## src/rtl/mcc_pkg.sv

```systemverilog
// Shared types for the multi-cycle controller: FSM states, opcodes and datapath select encodings.
// MCC_ILLEGAL_TRAP_EN selects whether illegal opcodes trap or execute as NOP.
package mcc_pkg;

   typedef enum logic [2:0] {
      S_IDLE   = 3'd0,
      S_FETCH  = 3'd1,
      S_DECODE = 3'd2,
      S_EXEC   = 3'd3,
      S_MEM    = 3'd4,
      S_WB     = 3'd5,
      S_TRAP   = 3'd6
   } state_t;

   localparam logic [3:0] OP_NOP  = 4'b0000;
   localparam logic [3:0] OP_ST   = 4'b0011;
   localparam logic [3:0] OP_ADD  = 4'b0100;
   localparam logic [3:0] OP_INC  = 4'b0101;
   localparam logic [3:0] OP_NEG  = 4'b0110;
   localparam logic [3:0] OP_SUB  = 4'b0111;
   localparam logic [3:0] OP_J    = 4'b1000;
   localparam logic [3:0] OP_BRZ  = 4'b1001;
   localparam logic [3:0] OP_JM   = 4'b1010;
   localparam logic [3:0] OP_BRN  = 4'b1011;
   localparam logic [3:0] OP_LD   = 4'b1110;
   localparam logic [3:0] OP_SVPC = 4'b1111;

   typedef enum logic [2:0] {
      ALU_PASS = 3'd0,
      ALU_ADD  = 3'd1,
      ALU_SUB  = 3'd2,
      ALU_NEG  = 3'd3,
      ALU_INC  = 3'd4
   } alu_op_t;

   typedef enum logic [1:0] {
      PC_INC = 2'd0,
      PC_RS  = 2'd1,
      PC_MEM = 2'd2
   } pc_src_t;

   typedef enum logic [1:0] {
      WB_ALU   = 2'd0,
      WB_MEM   = 2'd1,
      WB_PCIMM = 2'd2
   } wb_src_t;

   // Instruction classes: each class has one fixed path through the FSM.
   typedef enum logic [3:0] {
      CLS_NOP  = 4'd0,
      CLS_J    = 4'd1,
      CLS_BRZ  = 4'd2,
      CLS_BRN  = 4'd3,
      CLS_ALU  = 4'd4,
      CLS_LD   = 4'd5,
      CLS_ST   = 4'd6,
      CLS_JM   = 4'd7,
      CLS_SVPC = 4'd8
   } iclass_t;

`ifdef MCC_ILLEGAL_TRAP_EN
   localparam bit TRAP_EN = 1'b1;
`else
   localparam bit TRAP_EN = 1'b0;
`endif

endpackage

```

## src/rtl/mcc_decode.sv

```systemverilog
// Combinational opcode decode: instruction class, ALU operation and illegal-opcode flag.
// Illegal opcodes report class NOP so the non-trapping build runs them as NOP.
module mcc_decode
   import mcc_pkg::*;
(
   input  logic [3:0] opcode,
   output iclass_t    cls,
   output alu_op_t    alu_op,
   output logic       illegal
);

   always_comb begin
      cls     = CLS_NOP;
      alu_op  = ALU_PASS;
      illegal = 1'b0;
      case (opcode)
         OP_NOP:  cls = CLS_NOP;
         OP_ST:   cls = CLS_ST;
         OP_ADD:  begin cls = CLS_ALU; alu_op = ALU_ADD; end
         OP_INC:  begin cls = CLS_ALU; alu_op = ALU_INC; end
         OP_NEG:  begin cls = CLS_ALU; alu_op = ALU_NEG; end
         OP_SUB:  begin cls = CLS_ALU; alu_op = ALU_SUB; end
         OP_J:    cls = CLS_J;
         OP_BRZ:  cls = CLS_BRZ;
         OP_JM:   cls = CLS_JM;
         OP_BRN:  cls = CLS_BRN;
         OP_LD:   cls = CLS_LD;
         OP_SVPC: cls = CLS_SVPC;
         default: illegal = 1'b1;
      endcase
   end

endmodule

```

## src/rtl/multicycle_controller.sv

```systemverilog
// Multi-cycle control sequencer: FETCH/DECODE/EXEC/MEM/WB with Z/N flags and a retire counter.
// Define MCC_ILLEGAL_TRAP_EN to make illegal opcodes enter a sticky TRAP state.
module multicycle_controller
   import mcc_pkg::*;
#(
   parameter int CNT_W = 32
) (
   input  logic             clk,
   input  logic             rst,
   input  logic             start,
   input  logic             stop,
   input  logic [31:0]      instr,
   input  logic [31:0]      alu_result,
   output logic             ir_wrt,
   output logic             pc_wrt,
   output logic [1:0]       pc_src,
   output logic             reg_wrt,
   output logic [1:0]       wb_src,
   output logic             mem_read,
   output logic             mem_wrt,
   output logic [2:0]       alu_op,
   output logic             flag_z,
   output logic             flag_n,
   output logic             busy,
   output logic [CNT_W-1:0] retired,
   output logic             trap
);

   state_t     state, state_nx;
   logic [3:0] opcode;
   iclass_t    cls;
   alu_op_t    dec_alu;
   logic       illegal;
   logic       trap_hit;
   logic       retire;
   logic       trap_q;
   logic       unused_instr;

   assign unused_instr = ^instr[27:0];

   mcc_decode u_decode (
      .opcode  (opcode),
      .cls     (cls),
      .alu_op  (dec_alu),
      .illegal (illegal)
   );

   // Constant-folds to 0 when trapping is not compiled in.
   assign trap_hit = TRAP_EN & illegal;

   // State register
   always_ff @(posedge clk) begin
      if (rst) state <= S_IDLE;
      else     state <= state_nx;
   end

   // Architectural state: latched opcode, flags, retire counter, trap
   always_ff @(posedge clk) begin
      if (rst) begin
         opcode  <= OP_NOP;
         flag_z  <= 1'b0;
         flag_n  <= 1'b0;
         retired <= '0;
         trap_q  <= 1'b0;
      end else begin
         if (state == S_FETCH) opcode <= instr[31:28];
         if (retire) retired <= retired + CNT_W'(1);
         if (state == S_WB && cls == CLS_ALU) begin
            flag_z <= (alu_result == 32'h0);
            flag_n <= alu_result[31];
         end
         if (state == S_DECODE && trap_hit) trap_q <= 1'b1;
      end
   end

   assign trap = trap_q;

   // Next-state logic
   always_comb begin
      state_nx = state;
      case (state)
         S_IDLE:   if (start && !stop) state_nx = S_FETCH;
         S_FETCH:  state_nx = S_DECODE;
         S_DECODE: begin
            if (trap_hit) state_nx = S_TRAP;
            else begin
               case (cls)
                  CLS_ALU:               state_nx = S_EXEC;
                  CLS_LD, CLS_ST, CLS_JM: state_nx = S_MEM;
                  CLS_SVPC:              state_nx = S_WB;
                  default:               state_nx = stop ? S_IDLE : S_FETCH;
               endcase
            end
         end
         S_EXEC:   state_nx = S_WB;
         S_MEM:    state_nx = (cls == CLS_ST) ? (stop ? S_IDLE : S_FETCH) : S_WB;
         // JM completes by reloading the PC from memory; it always continues to FETCH.
         S_WB:     state_nx = (cls == CLS_JM) ? S_FETCH : (stop ? S_IDLE : S_FETCH);
         S_TRAP:   state_nx = S_TRAP;
         default:  state_nx = S_IDLE;
      endcase
   end

   // Moore output decode from state and latched opcode
   always_comb begin
      ir_wrt   = 1'b0;
      pc_wrt   = 1'b0;
      pc_src   = PC_INC;
      reg_wrt  = 1'b0;
      wb_src   = WB_ALU;
      mem_read = 1'b0;
      mem_wrt  = 1'b0;
      alu_op   = ALU_PASS;
      retire   = 1'b0;
      busy     = (state != S_IDLE) && (state != S_TRAP);
      case (state)
         S_FETCH: ir_wrt = 1'b1;
         S_DECODE: begin
            if (!trap_hit) begin
               case (cls)
                  CLS_NOP: begin pc_wrt = 1'b1; retire = 1'b1; end
                  CLS_J:   begin pc_wrt = 1'b1; pc_src = PC_RS; retire = 1'b1; end
                  CLS_BRZ: begin
                     pc_wrt = 1'b1;
                     pc_src = flag_z ? PC_RS : PC_INC;
                     retire = 1'b1;
                  end
                  CLS_BRN: begin
                     pc_wrt = 1'b1;
                     pc_src = flag_n ? PC_RS : PC_INC;
                     retire = 1'b1;
                  end
                  default: ;
               endcase
            end
         end
         S_EXEC: alu_op = dec_alu;
         S_MEM: begin
            if (cls == CLS_ST) begin
               mem_wrt = 1'b1;
               pc_wrt  = 1'b1;
               retire  = 1'b1;
            end else begin
               mem_read = 1'b1;
            end
         end
         S_WB: begin
            pc_wrt = 1'b1;
            retire = 1'b1;
            case (cls)
               CLS_ALU:  begin reg_wrt = 1'b1; alu_op = dec_alu; end
               CLS_LD:   begin reg_wrt = 1'b1; wb_src = WB_MEM; end
               CLS_SVPC: begin reg_wrt = 1'b1; wb_src = WB_PCIMM; end
               CLS_JM:   pc_src = PC_MEM;
               default: ;
            endcase
         end
         default: ;
      endcase
   end

endmodule

```

## config.mk

```make
export PLATFORM = sky130hd
export DESIGN_NAME = multicycle_controller
export DESIGN_NICKNAME = d
export VERILOG_FILES = /design/src/rtl/mcc_pkg.sv /design/src/rtl/mcc_decode.sv /design/src/rtl/multicycle_controller.sv
export SDC_FILE = /design/constraint.sdc
export NUM_CORES = 1
export LEC_CHECK = 0
export ABC_AREA = 1
export ABC_CLOCK_PERIOD_IN_PS = 3110
export BUFFER_PORTS_ARGS = -buffer_cell sky130_fd_sc_hd__clkbuf_2
export CAP_MARGIN = 40
export CORE_ASPECT_RATIO = 0.7
export CORE_UTILIZATION = 50
export DETAILED_ROUTE_END_ITERATION = 6
export MAX_ROUTING_LAYER = met4
export PLACE_DENSITY = 0.94
export SYNTH_ARGS = -nofsm -noshare
export SYNTH_HDL_FRONTEND = slang
export SYNTH_SLANG_ARGS = --single-unit
```

## constraint.sdc

```tcl
create_clock -name clk -period 3.11 [get_ports clk]
set_input_delay 0.622 -clock clk [delete_from_list [all_inputs] [get_ports clk]]
set_output_delay 0.622 -clock clk [all_outputs]
set_load 0.01 [all_outputs]
```

=== Word-level counts from Yosys, hierarchy flattened ===
Index checks and enable logic that the tools add are counted.

* Add/sub/neg operators: 1
* Reductions and logical operators: 12
* Multiplexer cells: 26
* Equal/unequal tests: 27

{| class="wikitable"
|+ Operator list
! cell !! number
|-
| $add A32 B1 Y32 const B || 1
|-
| $eq A4 B3 Y1 const B || 8
|-
| $logic_not A32 Y1 || 1
|-
| $pmux W4 S8 || 1
|-
| $eq A4 B4 Y1 const B || 7
|-
| $pmux W3 S7 || 1
|-
| $eq A4 B2 Y1 const B || 3
|-
| $mux W1 || 12
|-
| $pmux W3 S4 || 1
|-
| $eq A3 B3 Y1 const B || 3
|-
| $mux W3 || 3
|-
| $pmux W3 S3 || 1
|-
| $pmux W2 S2 || 2
|-
| $reduce_or A4 Y1 || 2
|-
| $eq A3 B2 Y1 const B || 2
|-
| $pmux W1 S3 || 2
|-
| $pmux W3 S2 || 1
|-
| $reduce_or A3 Y1 || 2
|-
| $eq A4 B1 Y1 const B || 1
|-
| $logic_not A4 Y1 || 1
|-
| $mux W2 || 2
|-
| $eq A3 B1 Y1 const B || 1
|-
| $logic_and A1 B1 Y1 || 3
|-
| $logic_not A3 Y1 || 1
|-
| other kinds (4) || 4
|}

* Flip-flop bits (word level): 41
* Output and inout port bits: 48
* Input port bits: 68

=== Depth between registers and ports, before layout ===
Gate-level depths: netlist of run 1.

* Depth in word-level cells: 7
* Depth in mapped cells: 11
* Mapped depth without buffers: 10

=== Cells and area by module ===
A second synthesis of run 1 with hierarchy kept.

* Cells, all modules: 425
* Area total of the unflattened synthesis: 2570.0 µm²

{| class="wikitable"
|+ By module, submodules not included
! module !! area an instance (µm²) !! cells each !! sequential area each (µm²) !! times used
|-
| multicycle_controller || 2466.1 || 400 || 820.8 || 1
|-
| mcc_decode || 103.8 || 25 || 0.0 || 1
|}

=== Least setup slack after synthesis of run 1 ===
No wires, ideal clock.

* Path kind: register to output
* Start point: reg opcode[0]
* End point: out pc_wrt
* Slack: 1423 ps
* Data required time: 2488 ps
* Buffers on the path: 1
* Stages on the path, launching flop included: 8
* Arrival time: 1065 ps
* Cell sequence: dfxtp_1 nand2_1 clkinv_1 nand2_2 nor2_4 nor2_4 nand2_4 buf_4

* Word-level cells in the longest chain between the ends: 7
* Elaborated cells on any way between the ends: 22
* Classes of those cells: 15 x eq/ne; 4 x mux; 3 x reduce/logical

{| class="wikitable"
|+ Ends and longest elaborated chain
! item !! RTL line !! text
|-
| start, declared || multicycle_controller.sv:30 || <nowiki>logic [3:0] opcode;</nowiki>
|-
| start signal, assigned || multicycle_controller.sv:66 || <nowiki>if (state == S_FETCH) opcode <= instr[31:28];</nowiki>
|-
| $eq A4 B3 Y1 || -- ||
|-
| $reduce_or A4 Y1 (no source line) || -- ||
|-
| $pmux W4 S8 * || mcc_decode.sv:16 || <nowiki>case (opcode)</nowiki>
|-
| $eq A4 B2 Y1, or another cell as far along || multicycle_controller.sv:120 || <nowiki>case (cls)</nowiki>
|-
| $reduce_or A4 Y1 (no source line) || -- ||
|-
| $mux W1 || multicycle_controller.sv:120 ||
|-
| $pmux W1 S3 * || multicycle_controller.sv:116 || <nowiki>case (state)</nowiki>
|-
| end, declared || multicycle_controller.sv:15 || <nowiki>output logic pc_wrt,</nowiki>
|}

Mark *: on every way between the ends. The rest lies on a longest branch, timed or not.

=== Final worst setup path of run 1 ===
* Start point: reg state[2]
* End point: out alu_op[2]

* Word-level cells in the longest chain between the ends: 2
* Elaborated cells on any way between the ends: 3
* Classes of those cells: 2 x eq/ne; 1 x mux

{| class="wikitable"
|+ Ends and longest elaborated chain
! item !! RTL line !! text
|-
| start, declared || multicycle_controller.sv:29 || <nowiki>state_t state, state_nx;</nowiki>
|-
| start signal, assigned || multicycle_controller.sv:54 || <nowiki>else state <= state_nx;</nowiki>
|-
| $eq A3 B3 Y1 or $eq A3 B2 Y1 (tied branches) || multicycle_controller.sv:116 ||
|-
| $pmux W3 S2 * || multicycle_controller.sv:116 ||
|-
| end, declared || multicycle_controller.sv:21 || <nowiki>output logic [2:0] alu_op,</nowiki>
|}

Marked as above.

==> results of run 1 <==
sequential cells by signal (all words and copies together) (netlist names):
signal   flops
flag_n       1
opcode       4
state        3
retired     32
flag_z       1
critical path: cells and delay by family, from the launching register on:
family / cells / cell delay [ps]
DFF: 1 / 470
buffers and inverters: 1 / 160
and+or+nand+nor: 4 / 610
power groups by stage:
stage	Combinational (uW)	Clock, uW	Sequential (uW)
global placement	174	0	574
finish	180	338	563
CTS	179	346	562
floorplan	127	0	572
global route	204	373	566
detailed placement	179	0	574
layer usage:
layer	wire, um	part of all wire, %
met1	3230	46
met2	3120	45
met3	543	7.8
met4	55	0.79
met5	0	0
synthesized netlist by cell type (2+ instances only):
library cell / instances
sky130_fd_sc_hd__a211oi_1: 2
sky130_fd_sc_hd__clkbuf_1: 3
sky130_fd_sc_hd__nor3_1: 2
sky130_fd_sc_hd__dfxtp_1: 41
sky130_fd_sc_hd__nor2_2: 6
sky130_fd_sc_hd__buf_4: 4
sky130_fd_sc_hd__o21ai_0: 7
sky130_fd_sc_hd__nor2_4: 2
sky130_fd_sc_hd__nand2_1: 148
sky130_fd_sc_hd__xnor2_1: 4
sky130_fd_sc_hd__inv_1: 35
sky130_fd_sc_hd__nand3b_1: 2
sky130_fd_sc_hd__a21oi_1: 29
sky130_fd_sc_hd__nand3_2: 3
sky130_fd_sc_hd__nor2_1: 102
sky130_fd_sc_hd__nand4_1: 8
sky130_fd_sc_hd__nand3_1: 28
sky130_fd_sc_hd__xor2_1: 6
sky130_fd_sc_hd__buf_6: 2
sky130_fd_sc_hd__inv_2: 3
sky130_fd_sc_hd__clkinv_1: 2
cell families after synthesis:
group | Yosys count | share of synthesized area (%)
AOI/OAI and AO/OA | 42 | 8.39
xor gates and xnor gates | 10 | 3.32
adders and majority gates | 1 | 0.474
buffers and inverters | 50 | 8.34
DFF | 41 | 31.1
other | 1 | 0.142
and+or+nand+nor | 305 | 48.2
layout make-up:
| cell class | instances | area, um^2 | area share (%) |
|---|---|---|---|
| clock buffers | 6 | 72.6 | 2.27 |
| clock inverters | 2 | 10.0 | 0.314 |
| inverters | 41 | 156 | 4.90 |
| multi-input cells | 359 | 1600 | 50.1 |
| flip-flops and latches | 41 | 821 | 25.7 |
| well taps | 69 | 86.3 | 2.71 |
| repair buffers | 88 | 445 | 14.0 |
path summary, 6_finish.rpt:
path / from / endpoint / slack, ps / depth (start not counted)
setup / recovery: state[2]$_SDFFE_PP0P_ / alu_op[2] / 970 / 5
hold / removal: retired[31]$_SDFFE_PP0P_ / retired[31]$_SDFFE_PP0P_ / 520 / 2
setup reg to reg: retired[0]$_SDFFE_PP0P_ / retired[26]$_SDFFE_PP0P_ / 1240 / 9
hold reg to reg: retired[31]$_SDFFE_PP0P_ / retired[31]$_SDFFE_PP0P_ / 520 / 2
cells in the final DEF (no fill, tap or decap):
master,count
sky130_fd_sc_hd__clkinv_1,2
sky130_fd_sc_hd__and2_1,1
sky130_fd_sc_hd__nand2_2,1
sky130_fd_sc_hd__clkbuf_2,86
sky130_fd_sc_hd__xor2_1,6
sky130_fd_sc_hd__o21ai_0,7
sky130_fd_sc_hd__ha_1,1
sky130_fd_sc_hd__dfxtp_1,41
sky130_fd_sc_hd__nor2_2,6
sky130_fd_sc_hd__xnor2_1,4
sky130_fd_sc_hd__nor3_1,2
sky130_fd_sc_hd__nand4_1,8
sky130_fd_sc_hd__nand3_2,3
sky130_fd_sc_hd__nor2_4,2
sky130_fd_sc_hd__nand2_1,148
sky130_fd_sc_hd__a21oi_1,29
sky130_fd_sc_hd__inv_4,1
sky130_fd_sc_hd__nor2_1,102
sky130_fd_sc_hd__o21ai_1,1
sky130_fd_sc_hd__clkinv_2,2
sky130_fd_sc_hd__nand2_4,1
sky130_fd_sc_hd__buf_4,2
sky130_fd_sc_hd__inv_2,3
sky130_fd_sc_hd__nand3_1,28
sky130_fd_sc_hd__o211ai_1,1
sky130_fd_sc_hd__conb_1,1
sky130_fd_sc_hd__clkbuf_1,1
sky130_fd_sc_hd__inv_1,35
sky130_fd_sc_hd__a31oi_1,1
sky130_fd_sc_hd__o21a_1,1
sky130_fd_sc_hd__nand3b_1,2
sky130_fd_sc_hd__or2_2,1
sky130_fd_sc_hd__a211oi_1,2
sky130_fd_sc_hd__clkbuf_8,5
metrics by stage:
step / worst slack, ps / instance area (um^2)
3_3_place_gp: 1330 / 3110
2_1_floorplan: 1420 / 2640
4_1_cts: 981 / 3190
6_report: 967 / 3190
3_5_place_dp: 1300 / 3110
5_1_grt: 810 / 3190
==> flow_summary.json, run 1 <==
{
  "synth.yosys.warnings": 0,
  "design.final.nets": 605,
  "initial_utilization_pct": 53.7,
  "flow.area_growth_from_synthesis_pct": 20.9,
  "power.switching_uw": 321,
  "crit_chain": "nand3_2 -> nand2_1 -> nand2_1 -> nor3_1 -> clkbuf_2",
  "root_buf_cell": "sky130_fd_sc_hd__clkbuf_8",
  "cp_data_arrival_time_ps": 1520,
  "totalWireLength_um": 6950,
  "final_period_util_pct": 68.9,
  "holdWs_ps": 519,
  "drt_pre_antenna_iters": 6,
  "status": "completed",
  "timing.critical_path.slowest_cell_delay_ps": 470,
  "core.rowCount": 21,
  "drt_iter0_drc": 250,
  "hpwl_um": 5430,
  "io_count": 116,
  "startpoint_type": "flip-flop",
  "final_layout_size_suffix_gt1_share_pct": 21.0,
  "comb_power_share_pct": 16.7,
  "ir_drop_mv": 0.173,
  "synth_cell_types": 32,
  "crit_top_cell": "sky130_fd_sc_hd__nand2_1",
  "gr-max-usage-layer": "met2",
  "synth_nets": 519,
  "synth_area_um2": 2640,
  "largest_net_degree_at_the_start_of_global_routing": 46,
  "via_count": 3093,
  "fmax_mhz": 467,
  "die_area_um2": 5580,
  "part_of_the_power_in_the_clock_network_pct": 31.3,
  "globalRoute.totalOverflow": 0,
  "tritoncts": "done",
  "final.setup.tns_ps": 0,
  "layout.filler_cells": 487,
  "number_of_hold_repair_buffers_added_at_the_cts_stage": 0,
  "p_int_uw": 760,
  "postCtsResizedCells": 0,
  "clock-sinks": 41,
  "grt.total_usage_pct": 27.7,
  "synthCells": 450,
  "cts.clk_slew.worst_paths_ps": 80,
  "gp_congestion": 0.941,
  "grt_use_met3_pct": 3.96,
  "htree_levels": 2,
  "finalSetupViolCount": 0,
  "critical_path.endpoint_type": "output pin",
  "timing.critical_path.required_ps": 2490,
  "worst-setup-path-type": "flip-flop to output pin",
  "use_met1_pct": 39.1,
  "hold_viol_final": 0,
  "worstPathMaxFanout": 8,
  "worstMarginPinSlew_ps": 620,
  "clkLatencyLatePin_ps": 290,
  "yosys.area.top_type_share_pct": 31.1,
  "route.detailed.vias_per_inst": 5.10,
  "vias_in_the_first_global_route": 2689,
  "final-instance-count-excl-fill": 606,
  "cell_at_the_slowest_stage_of_the_critical_path": "sky130_fd_sc_hd__dfxtp_1",
  "finalPower_uw": 1080,
  "wire_per_inst_um": 11.5,
  "ys_ff_latch": 41,
  "antenna_found_initial": 0,
  "timing_max_transition_violations_final": 0,
  "pwr-share-seq_pct": 52.1,
  "syn_area_per_cell_um2": 5.87,
  "cap_violations": 0,
  "async_reset_ff_share_pct": 0,
  "cts_buffer_depth": 2,
  "number_of_port_buffers": 86,
  "floorplan.core_area_um2": 4910,
  "die-height_um": 62.8,
  "synth_sequential_area_ratio_pct": 31.1,
  "fin_util_pct": 64.9,
  "synth_enable_flop_cells": 0,
  "rsz0062_at_grt": "no",
  "final_period_minus_worst_setup_slack_ps": 2140,
  "power.share.switching_pct": 29.7,
  "slew_headroom_pct": 58.4,
  "synth-main-ff-cell": "sky130_fd_sc_hd__dfxtp_1",
  "drt.antenna.violating_nets": 0,
  "drc": 0,
  "leakage_uw": 0.00137,
  "hold_path_class": "flip-flop to flip-flop",
  "post_cts_buffers": 0,
  "tritoncts.num_buffers": 5,
  "cell_type_contributing_the_most_total_cell_area_after_synthesis": "sky130_fd_sc_hd__dfxtp_1",
  "grt_use_met2_pct": 41.4,
  "maximum_clock_skew_at_final_layout_ps": 5.95,
  "dp_cells": 598,
  "antennaDiodeCount": 0,
  "grt_first_pass_wirelength_um": 11900,
  "chipWidth_um": 88.9,
  "synth.top_cells.by_area": "sky130_fd_sc_hd__dfxtp_1, sky130_fd_sc_hd__nand2_1, sky130_fd_sc_hd__nor2_1",
  "power-per-cell-area_nw_per_um2": 339
}
Power figures use the tool's default switching activity.
==> run 2, diff against run 1 <==
--- a/config.mk
+++ b/config.mk
@@ -6,14 +6,14 @@
 export NUM_CORES = 1
 export LEC_CHECK = 0
 export ABC_AREA = 1
-export ABC_CLOCK_PERIOD_IN_PS = 3110
+export ABC_CLOCK_PERIOD_IN_PS = 2200
 export BUFFER_PORTS_ARGS = -buffer_cell sky130_fd_sc_hd__clkbuf_2
 export CAP_MARGIN = 40
 export CORE_ASPECT_RATIO = 0.7
-export CORE_UTILIZATION = 50
+export CORE_UTILIZATION = 48
 export DETAILED_ROUTE_END_ITERATION = 6
 export MAX_ROUTING_LAYER = met4
-export PLACE_DENSITY = 0.94
+export PLACE_DENSITY = 0.91
 export SYNTH_ARGS = -nofsm -noshare
 export SYNTH_HDL_FRONTEND = slang
 export SYNTH_SLANG_ARGS = --single-unit
==> constraint.sdc (replaced) <==
create_clock -name clk -period 2.2 [get_ports clk]
set_input_delay 0.44 -clock clk [delete_from_list [all_inputs] [get_ports clk]]
set_output_delay 0.44 -clock clk [all_outputs]
set_load 0.01 [all_outputs]
==> flow_summary.json, run 2 (synthesized netlist as in run 1, its figures left out) <==
{
  "top_register": "retired",
  "cap_violations": 0,
  "route.detailed.vias_per_inst": 5.22,
  "number_of_port_buffers": 86,
  "worstPathMaxFanout": 8,
  "chipWidth_um": 90.6,
  "io_count": 116,
  "grt_first_pass_wirelength_um": 12400,
  "layout.filler_cells": 470,
  "post_cts_buffers": 0,
  "die_area_um2": 5810,
  "layout_top_registers": "retired (32), opcode (4), state (3)",
  "ir_drop_mv": 0.272,
  "fin_util_pct": 61.8,
  "htree_levels": 2,
  "initial_utilization_pct": 50.2,
  "globalRoute.totalOverflow": 0,
  "drt_iter0_drc": 367,
  "die-height_um": 64.1,
  "min_to": "flag_n$_SDFFE_PP0P_",
  "status": "completed",
  "hold_path_class": "input port to flip-flop",
  "clock-sinks": 41,
  "fmax_mhz": 499,
  "cts_buffer_depth": 2,
  "wire_per_inst_um": 12.2,
  "rrSetupSlack_ps": 480,
  "hold_viol_final": 0,
  "startpoint_type": "flip-flop",
  "tritoncts.num_buffers": 5,
  "postCtsResizedCells": 0,
  "critical_path.endpoint_type": "output pin",
  "final_layout_size_suffix_gt1_share_pct": 21.2,
  "worst-setup-path-type": "flip-flop to output pin",
  "final_common_cell": "sky130_fd_sc_hd__nand2_1",
  "r2r_start": "retired[1]$_SDFFE_PP0P_",
  "clkLatencyLatePin_ps": 310,
  "largest_reg_flops": 32,
  "flow.area_growth_from_synthesis_pct": 23.0,
  "final_period_minus_worst_setup_slack_ps": 2000,
  "cp_data_arrival_time_ps": 1560,
  "timing.critical_path.required_ps": 1760,
  "most-common-layout-cells": "sky130_fd_sc_hd__nand2_1, sky130_fd_sc_hd__nor2_1, sky130_fd_sc_hd__clkbuf_2",
  "final-seq-area_um2": 821,
  "worstMarginPinSlew_ps": 566,
  "antennaDiodeCount": 0,
  "tritoncts": "done",
  "vias_in_the_first_global_route": 2835,
  "rsz0062_at_grt": "no",
  "final.setup.tns_ps": 0,
  "totalWireLength_um": 7410,
  "maximum_clock_skew_at_final_layout_ps": 8.39,
  "grt.total_usage_pct": 27.4,
  "via_count": 3184,
  "root_buf_cell": "sky130_fd_sc_hd__clkbuf_8",
  "drt.antenna.violating_nets": 0,
  "power-per-cell-area_nw_per_um2": 527,
  "cts.clk_slew.worst_paths_ps": 80,
  "worstRegToRegCells": 8,
  "leakage_uw": 0.00139,
  "multi_input_area_um2": 1600,
  "number_of_hold_repair_buffers_added_at_the_cts_stage": 0,
  "core.rowCount": 22,
  "finalSetupViolCount": 0,
  "gp_congestion": 0.911,
  "slew_headroom_pct": 62.1,
  "drc": 0,
  "antenna_found_initial": 0,
  "largest_net_degree_at_the_start_of_global_routing": 41,
  "hpwl_um": 5600,
  "hp-start": "alu_result[31]",
  "floorplan.core_area_um2": 5260,
  "timing_max_transition_violations_final": 0,
  "drt_pre_antenna_iters": 5,
  "regToRegEndpoint": "retired[26]$_SDFFE_PP0P_",
  "min_delay_path_depth": 3,
  "design.final.nets": 606,
  "final_period_util_pct": 91.1
}
==> run 2: changes by cell type in the layout (fill, tap and decap cells not counted) <==
cell / before / now
sky130_fd_sc_hd__buf_12: 0 / 1
sky130_fd_sc_hd__bufinv_16: 0 / 1
sky130_fd_sc_hd__clkbuf_8: 5 / 6
sky130_fd_sc_hd__clkinv_2: 2 / 0
==> run 2: worst max path at each step <==
stage / startpoint / endpoint / slack [ps] / depth (start not counted)
after CTS: state[2]$_SDFFE_PP0P_ / alu_op[2] / 200 / 5
after detailed placement: retired[1]$_SDFFE_PP0P_ / retired[26]$_SDFFE_PP0P_ / 520 / 8
after floorplan: retired[0]$_SDFFE_PP0P_ / retired[26]$_SDFFE_PP0P_ / 640 / 8
after global routing: state[2]$_SDFFE_PP0P_ / alu_op[2] / 9 / 5
after global placement: retired[1]$_SDFFE_PP0P_ / retired[26]$_SDFFE_PP0P_ / 580 / 8
final: state[2]$_SDFFE_PP0P_ / alu_op[2] / 200 / 5
==> run 2: per-layer routing <==
layer	up-vias	wire [um]	global-route usage, %
li1	1585	-	-
met1	1435	3320	35.1
met2	138	3370	42.2
met3	26	532	5.60
met4	0	191	11.3
met5	-	0	-
==> run 2: final cells by class <==
class | count | area share [%]
flip-flops and latches | 41 | 25.3
inverters | 41 | 4.82
repair buffers | 89 | 14.3
well taps | 72 | 2.77
multi-input cells | 359 | 49.2
clock buffers | 7 | 2.66
clock inverters | 1 | 0.924
==> run 2: power by group <==
group / internal (uW) / switching, uW / total [uW]
logic: 97.6 / 174 / 272
clock network: 370 / 275 / 646
registers: 764 / 28.8 / 793
total: 1230 / 479 / 1710
==> run 2: worst max-delay path, cell delays in order (launching register included) <==
cell and delay, ps:
sky130_fd_sc_hd__dfxtp_1 450, sky130_fd_sc_hd__nand3_2 230, sky130_fd_sc_hd__nand2_1 110, sky130_fd_sc_hd__nand2_1 110, sky130_fd_sc_hd__nor3_1 190, sky130_fd_sc_hd__clkbuf_2 170
==> run 2: per-stage QoR <==
step | cells | instance area, um^2 | power (uW) | worst slack (ps) | hold WS (ps)
2_1_floorplan | 450 | 2640 | 988 | 642 | 502
3_3_place_gp | 602 | 3130 | 1070 | 585 | 485
3_5_place_dp | 602 | 3130 | 1080 | 516 | 510
4_1_cts | 610 | 3250 | 1710 | 197 | 376
5_1_grt | 610 | 3250 | 1790 | 9.08 | 393
6_report | 610 | 3250 | 1710 | 195 | 378
